File: src/rtl/pipe_hazard_ctrl.sv
// Hazard/sequencing controller for a 5-stage MIPS pipeline.
// Define PIPE_STALL_CNT_EN to build the saturating stall counter.
module pipe_hazard_ctrl #(
   parameter int unsigned MD_LAT = 32
) (
   input  logic        clk,
   input  logic        rst,
   input  logic [4:0]  id_rs,
   input  logic [4:0]  id_rt,
   input  logic        id_uses_rt,
   input  logic        ex_memread,
   input  logic [4:0]  ex_rt,
   input  logic        ex_branch_taken,
   input  logic        id_md_start,
   input  logic        id_reads_hilo,
   input  logic        ext_hold,
   output logic        pc_en,
   output logic        ifid_en,
   output logic        idex_en,
   output logic        exmem_en,
   output logic        memwb_en,
   output logic        ifid_flush,
   output logic        idex_flush,
   output logic        md_busy,
   output logic        md_done,
   output logic [31:0] stall_cnt
);

   localparam logic [0:0] RUN     = 1'b0;
   localparam logic [0:0] MD_WAIT = 1'b1;
   localparam logic [7:0] LAT8    = 8'(MD_LAT);

   logic [0:0] state;
   logic [0:0] state_nxt;
   logic [7:0] md_cnt;
   logic [7:0] md_cnt_nxt;

   logic load_use;
   logic md_lock;
   logic go;
   logic accept;

   assign md_busy = (state == MD_WAIT);
   assign md_done = md_busy && (md_cnt == 8'd1);

   assign load_use = ex_memread && (ex_rt != 5'd0) &&
                     ((ex_rt == id_rs) ||
                      (id_uses_rt && (ex_rt == id_rt)));

   assign md_lock = md_busy && (id_md_start || id_reads_hilo);

   // go: the "no hazard, everything advances" case
   assign go = rst && !ext_hold && !ex_branch_taken &&
               !load_use && !md_lock;

   assign accept = go && id_md_start;

   always_comb begin
      pc_en      = 1'b0;
      ifid_en    = 1'b0;
      idex_en    = 1'b0;
      exmem_en   = 1'b0;
      memwb_en   = 1'b0;
      ifid_flush = 1'b0;
      idex_flush = 1'b0;
      priority case (1'b1)
         !rst: begin
         end
         ext_hold: begin
         end
         ex_branch_taken: begin
            pc_en      = 1'b1;
            ifid_en    = 1'b1;
            idex_en    = 1'b1;
            exmem_en   = 1'b1;
            memwb_en   = 1'b1;
            ifid_flush = 1'b1;
            idex_flush = 1'b1;
         end
         (load_use || md_lock): begin
            idex_en    = 1'b1;
            idex_flush = 1'b1;
            exmem_en   = 1'b1;
            memwb_en   = 1'b1;
         end
         default: begin
            pc_en    = 1'b1;
            ifid_en  = 1'b1;
            idex_en  = 1'b1;
            exmem_en = 1'b1;
            memwb_en = 1'b1;
         end
      endcase
   end

   // md_cnt keeps running under ext_hold; the unit is not stalled by memory
   always_comb begin
      state_nxt  = state;
      md_cnt_nxt = md_cnt;
      unique case (state)
         RUN: begin
            if (accept) begin
               state_nxt  = MD_WAIT;
               md_cnt_nxt = LAT8;
            end
         end
         MD_WAIT: begin
            md_cnt_nxt = (md_cnt == 8'd0) ? 8'd0 : md_cnt - 8'd1;
            if (md_cnt <= 8'd1) begin
               state_nxt = RUN;
            end
         end
         default: begin
            state_nxt  = RUN;
            md_cnt_nxt = 8'd0;
         end
      endcase
   end

   always_ff @(posedge clk or negedge rst) begin
      if (!rst) begin
         state  <= RUN;
         md_cnt <= 8'd0;
      end else begin
         state  <= state_nxt;
         md_cnt <= md_cnt_nxt;
      end
   end

`ifdef PIPE_STALL_CNT_EN
   logic [31:0] stall_q;

   always_ff @(posedge clk or negedge rst) begin
      if (!rst) begin
         stall_q <= 32'd0;
      end else if (!pc_en && (stall_q != 32'hFFFF_FFFF)) begin
         stall_q <= stall_q + 32'd1;
      end
   end

   assign stall_cnt = stall_q;
`else
   assign stall_cnt = 32'd0;
`endif

endmodule

File: config.mk
export PLATFORM = sky130hd
export DESIGN_NAME = pipe_hazard_ctrl
export DESIGN_NICKNAME = d
export VERILOG_FILES = /design/src/rtl/pipe_hazard_ctrl.sv
export SDC_FILE = /design/constraint.sdc
export NUM_CORES = 1
export LEC_CHECK = 0
export ABC_AREA = 1
export CORE_ASPECT_RATIO = 0.75
export CORE_UTILIZATION = 30
export CTS_CLUSTER_DIAMETER = 30
export DETAILED_ROUTE_END_ITERATION = 10
export GPL_ROUTABILITY_DRIVEN = 1
export PLACE_DENSITY = 0.65
export RECOVER_POWER = 100
export SYNTH_ARGS = -nofsm -noshare
export SYNTH_HDL_FRONTEND = slang
export SYNTH_SLANG_ARGS = --single-unit
File: constraint.sdc
create_clock -name clk -period 2.3 [get_ports clk]
set_clock_uncertainty 0.1 [all_clocks]
set_input_delay 0.575 -clock clk [delete_from_list [all_inputs] [get_ports clk]]
set_output_delay 0.575 -clock clk [all_outputs]
set_load 0.02 [all_outputs]
======== Yosys cells after proc, flatten, opt, wreduce, memory -nomap -nowiden ========
Index checks and enable logic that the tools add are counted.
storage, ports and cells
  flip-flop bits (word level) ............. 9
  logic and storage cells ................. 47
cells by class
  $lt $le $gt $ge ......................... 1
  reductions and logical operators ........ 19
  bitwise operators ....................... 1
  equality and inequality tests ........... 4
  add/sub/neg operators ................... 1
  mux-type cells .......................... 19
operators by type and width
  kind                                                            count
  2-to-1 mux 8 bit                                                2
  one-hot mux 8 bit (2 select lines)                              1
  2-to-1 mux 1 bit                                                15
  == test 5 bit                                                   2
  logical AND 1 bit                                               10
  == test 8 x 1 -> 1 bit, second input constant                   1
  less-or-equal comparator 8 x 1 -> 1 bit, second input constant  1
  zero test 8 bit                                                 1
  subtractor 8 x 1 -> 8 bit, second input constant                1
  nonzero test 5 bit                                              1
  zero test 1 bit                                                 4
  logical OR 1 bit                                                3
  != test 2 bit, second input constant                            1
  one-hot mux 1 bit (2 select lines)                              1
  inverter 1 bit                                                  1

======== Logic depth before layout (Yosys ltp) ========
  word-level depth ........................ 10
  mapped depth ............................ 11
  gate-level depth less buffers ........... 11

======== Worst setup path before layout ========
OpenSTA, ideal clock, no wires.
  kind .................................... in2out
  start ................................... input port id_reads_hilo
  end ..................................... output port pc_en
  slack ................................... 0.046 ns
  arrival time ............................ 1.579 ns
  stages .................................. 4
  path buffers ............................ 1
  path through ............................ o21ai_0 a21boi_0 o21a_1 buf_4
on the way
  longest elaborated chain between the ends .. 7
RTL lines
  item                            RTL line  RTL
  start: declaration              15        input logic id_reads_hilo,
  logical OR 1 bit                50        assign md_lock = md_busy && (id_md_start || id_reads_hilo);
  logical AND 1 bit               50
  logical OR 1 bit                80        (load_use || md_lock): begin
  2-to-1 mux 1 bit (4 in series)  --
  end: declaration                17        output logic pc_en,
Every way passes these cells.

======== Worst setup path in the final report ========
  start ................................... input port ex_rt[3]
  end ..................................... output port pc_en
on the way
  longest elaborated chain between the ends .. 9
RTL lines
  item                                RTL line  RTL
  start: declaration                  12        input logic [4:0] ex_rt,
  == test 5 bit                       48        (id_uses_rt && (ex_rt == id_rt)));
  logical AND 1 bit                   48
  logical OR 1 bit                    47        ((ex_rt == id_rs) ||
  logical AND 1 bit (*)               46        assign load_use = ex_memread && (ex_rt != 5'd0) &&
  logical OR 1 bit (*)                80
  2-to-1 mux 1 bit (*) (4 in series)  66        priority case (1'b1)
Mark *: on every way between the ends. The rest lies on a longest branch, timed or not.

==> results_dict.tcl <==
set metrics [dict create \
    tns_ns 0 \
    first_pass_iters 4 \
    synthMuxAreaShare 0 \
    grt_util_all_layers 0.122 \
    placed_cells 256 \
    maxSlewHeadroom 0.648 \
    io_buffers 31 \
    ys_ff_latch 9 \
    r2r-end "md_cnt[7]$_DFFE_PN0P_" \
    rrSetupSlack_ns 0.72 \
    outcome "finished, final reports clean" \
    fin_nets 239 \
    stdcell_count 262 \
    drt_iter0_markers 45 \
    gr-total-overflow 0 \
    rows 18 \
    startpoint_type "input port" \
    grt_max_degree 11 \
    antenna_cells 0 \
    cts_tree "built" \
    stdcell_area_sq_um 1420 \
    criticalPathCategory "input port to primary output" \
    cp_slowest_cell "o21ai_1" \
    synth_area_per_cell_sq_um 6.50 \
    post_drt_via_cell_ratio 3.83 \
    wl_per_cell_microns 8.84 \
    synthCells 171 \
    coreArea_sq_um 3420 \
    synth_top_family_by_area "simple AND/OR/NAND/NOR gates" \
    hpwlAfterDp_microns 1820 \
    routed_wl_microns 2320 \
    drtAntennaViolNets 0 \
    end_kind "primary output" \
    cap_violations 0 \
    clock-sinks 9 \
    die_x_microns 72.3 \
    grt_pass1_vias 853 \
    worstPathRequired_ns 1.62 \
    powerDensity_nw_per_um2 355 \
    power.total_uw 505 \
    arrival_ns 1.59 \
    peakVddDrop_uv 142 \
    slew_viol_final 0 \
    tightest_slew_ns 0.528 \
    multiInputGateArea_sq_um 667 \
    path_common_cell "inv_2" \
    routed-via-count 1003 \
    final_layout_size_suffix_gt1_frac 0.245 \
    cp_slowest_stage_delay_ns 0.19 \
    synth-adder-area-share 0.0337 \
    path_cells "buf_2, inv_2, nand4_1, o21ai_1, inv_2, a21boi_4, o21a_1, buf_6" \
    synth_top_cell_by_area "buf_4" \
    cts_made_buffers 3 \
    cts-root-buf "clkbuf_8" \
    ys_seq_area_frac 0.202 \
    path_clk_slew_ns 0.05 \
    min_to "md_cnt[4]$_DFFE_PN0P_" \
    setup_viol_count_final 0 \
    post-route-period-util 0.983 \
    cts_buffer_depth 2 \
    die_y_microns 54.7 \
    yosys-top-cells-area "buf_4 24%, dfrtp_1 20%, nand2_1 17%" \
    regArea_sq_um 225 \
    leakage_uw 0.000801 \
    hp-class "register to register" \
    h-tree-depth 1 \
    r2r_start "md_cnt[0]$_DFFE_PN0P_" \
    antenna_found_initial 0 \
    post-route-min-period_ns 2.26 \
    yosysWarnings 0 \
    clock_latency_ns 0.24 \
    io_pins 64 \
    synth_top_area_frac 0.236 \
    syn_to_final_growth_pct 27.7 \
    drc_errors 0 \
    synthXorXnorAreaFrac 0.0551 \
    globalplace.congestion 0.822 \
    path_max_fanout 3 \
    placed_area_sq_um 1400 \
    critical_path.top_delay_family "compound AO/OA/AOI/OAI gates" \
    min_from "md_cnt[4]$_DFFE_PN0P_" \
    grt_first_pass_wirelength_microns 3590 \
    holdPathStages 2 \
    syn_area_sq_um 1110 \
    fp.dieArea_sq_um 3960 \
    path_buf_inv 4 \
    synthSimpleGateAreaFrac 0.346 \
    hold_violations 0 \
    place_ws_ns -0.903 \
    reg2reg_depth 7 \
    fmax_mhz 442 \
    synth_cell_type_count 22 \
    setup_ws_ns 0.0388 \
    start_util 0.325 \
    synth_compound_area_frac 0.0337 \
    n_fill_cell 396 \
]
[routing by layer]
metal	share of wire	track usage	vias to the layer above
met4	0.0082	0.0392	0
met2	0.45	0.206	38
met1	0.48	0.156	431
li1	-	-	531
met5	0	0	-
met3	0.063	0.0276	3
[cell usage in the layout, fill, tap and decap left out, drive strengths merged]
master	count
clkdlybuf4s50	2
a21boi	1
nor2	15
o21a	1
o21ai	3
nand3	11
dfrtp	9
ha	3
clkbuf	14
dlymetal6s2s	1
xnor2	2
dlygate4sd2	5
inv	25
dlygate4sd3	1
nor3	2
buf	18
nand2	52
xor2	5
conb	32
nand4	4
clkdlybuf4s15	5
o211ai	1
[logic make-up (layout without fill, tap and decap cells)]
logic type	count (synthesis)	after routing
flip-flops	9	9
AO/OA/AOI/OAI	6	6
buffers and inverters	61	71
XOR/XNOR	7	7
other	1	32
adder cells (fa/ha/maj)	3	3
AND/OR/NAND/NOR	84	84
[flip-flops by register name (all words and copies together), names as in the netlist]
name	flops
md_busy	1
md_cnt	8
[cell usage after synthesis]
cell	n
nand2_1	51
buf_4	35
inv_1	25
nor2_1	13
nand3_1	11
dfrtp_1	9
xor2_1	5
ha_1	3
o21ai_0	3
nand4_1	2
nor2_4	2
xnor2_1	2
a21boi_0	1
buf_2	1
conb_1	1
nand2_2	1
nand4_2	1
nand4_4	1
nor3_1	1
nor3_2	1
o211ai_1	1
o21a_1	1
[through the flow]
stage / hold slack [ns] / utilization
2_1_floorplan: 0.179 / -
3_3_place_gp: 0.418 / 0.409
3_5_place_dp: 0.428 / 0.409
4_1_cts: 0.363 / 0.417
5_1_grt: 0.501 / 0.415
6_report: 0.440 / 0.415
[worst reg2reg max path, cell delays in order (launching register included)]
cell	delay, ns
dfrtp_1	0.38
inv_1	0.11
ha_1	0.21
nand2_1	0.08
nor2_1	0.05
nor2_1	0.38
nand2_1	0.12
nand2_1	0.08
[repair_timing]
| item | 4_1_cts | 5_1_grt |
|---|---|---|
| setup buffers | 1 | 1 |
| endpoints found under the setup margin | 8 | 6 |
| hold buffers | 0 | 0 |
| gates cloned | 0 | 0 |
| resized for setup | 83 | 23 |
| pin swaps | 21 | 13 |
[layout make-up]
type                       instances  share of cell area
multi-input combinational        132               0.470
timing repair buffer              42               0.230
sequential                         9               0.159
inverter                          25              0.0661
tap                               50              0.0441
clock buffer                       4              0.0317
[worst max-delay path by stage]
stage,startpoint,depth (start not counted),endpoint,slack [ns]
after floorplan,id_reads_hilo,4,pc_en,0.05
after global placement,ex_rt[2],8,pc_en,-0.89
after detailed placement,ex_rt[2],8,pc_en,-0.90
after CTS,id_rt[4],10,pc_en,0.0007
after global routing,ex_rt[2],8,ifid_en,-0.01
final,ex_rt[3],8,pc_en,0.04
[power breakdown]
part	internal (uW)	total (uW)	switching, uW
registers	159	159	0
logic	54.0	156	102
clock network	121	190	68.6
total	334	505	171
(Power assumes the default switching activity.)
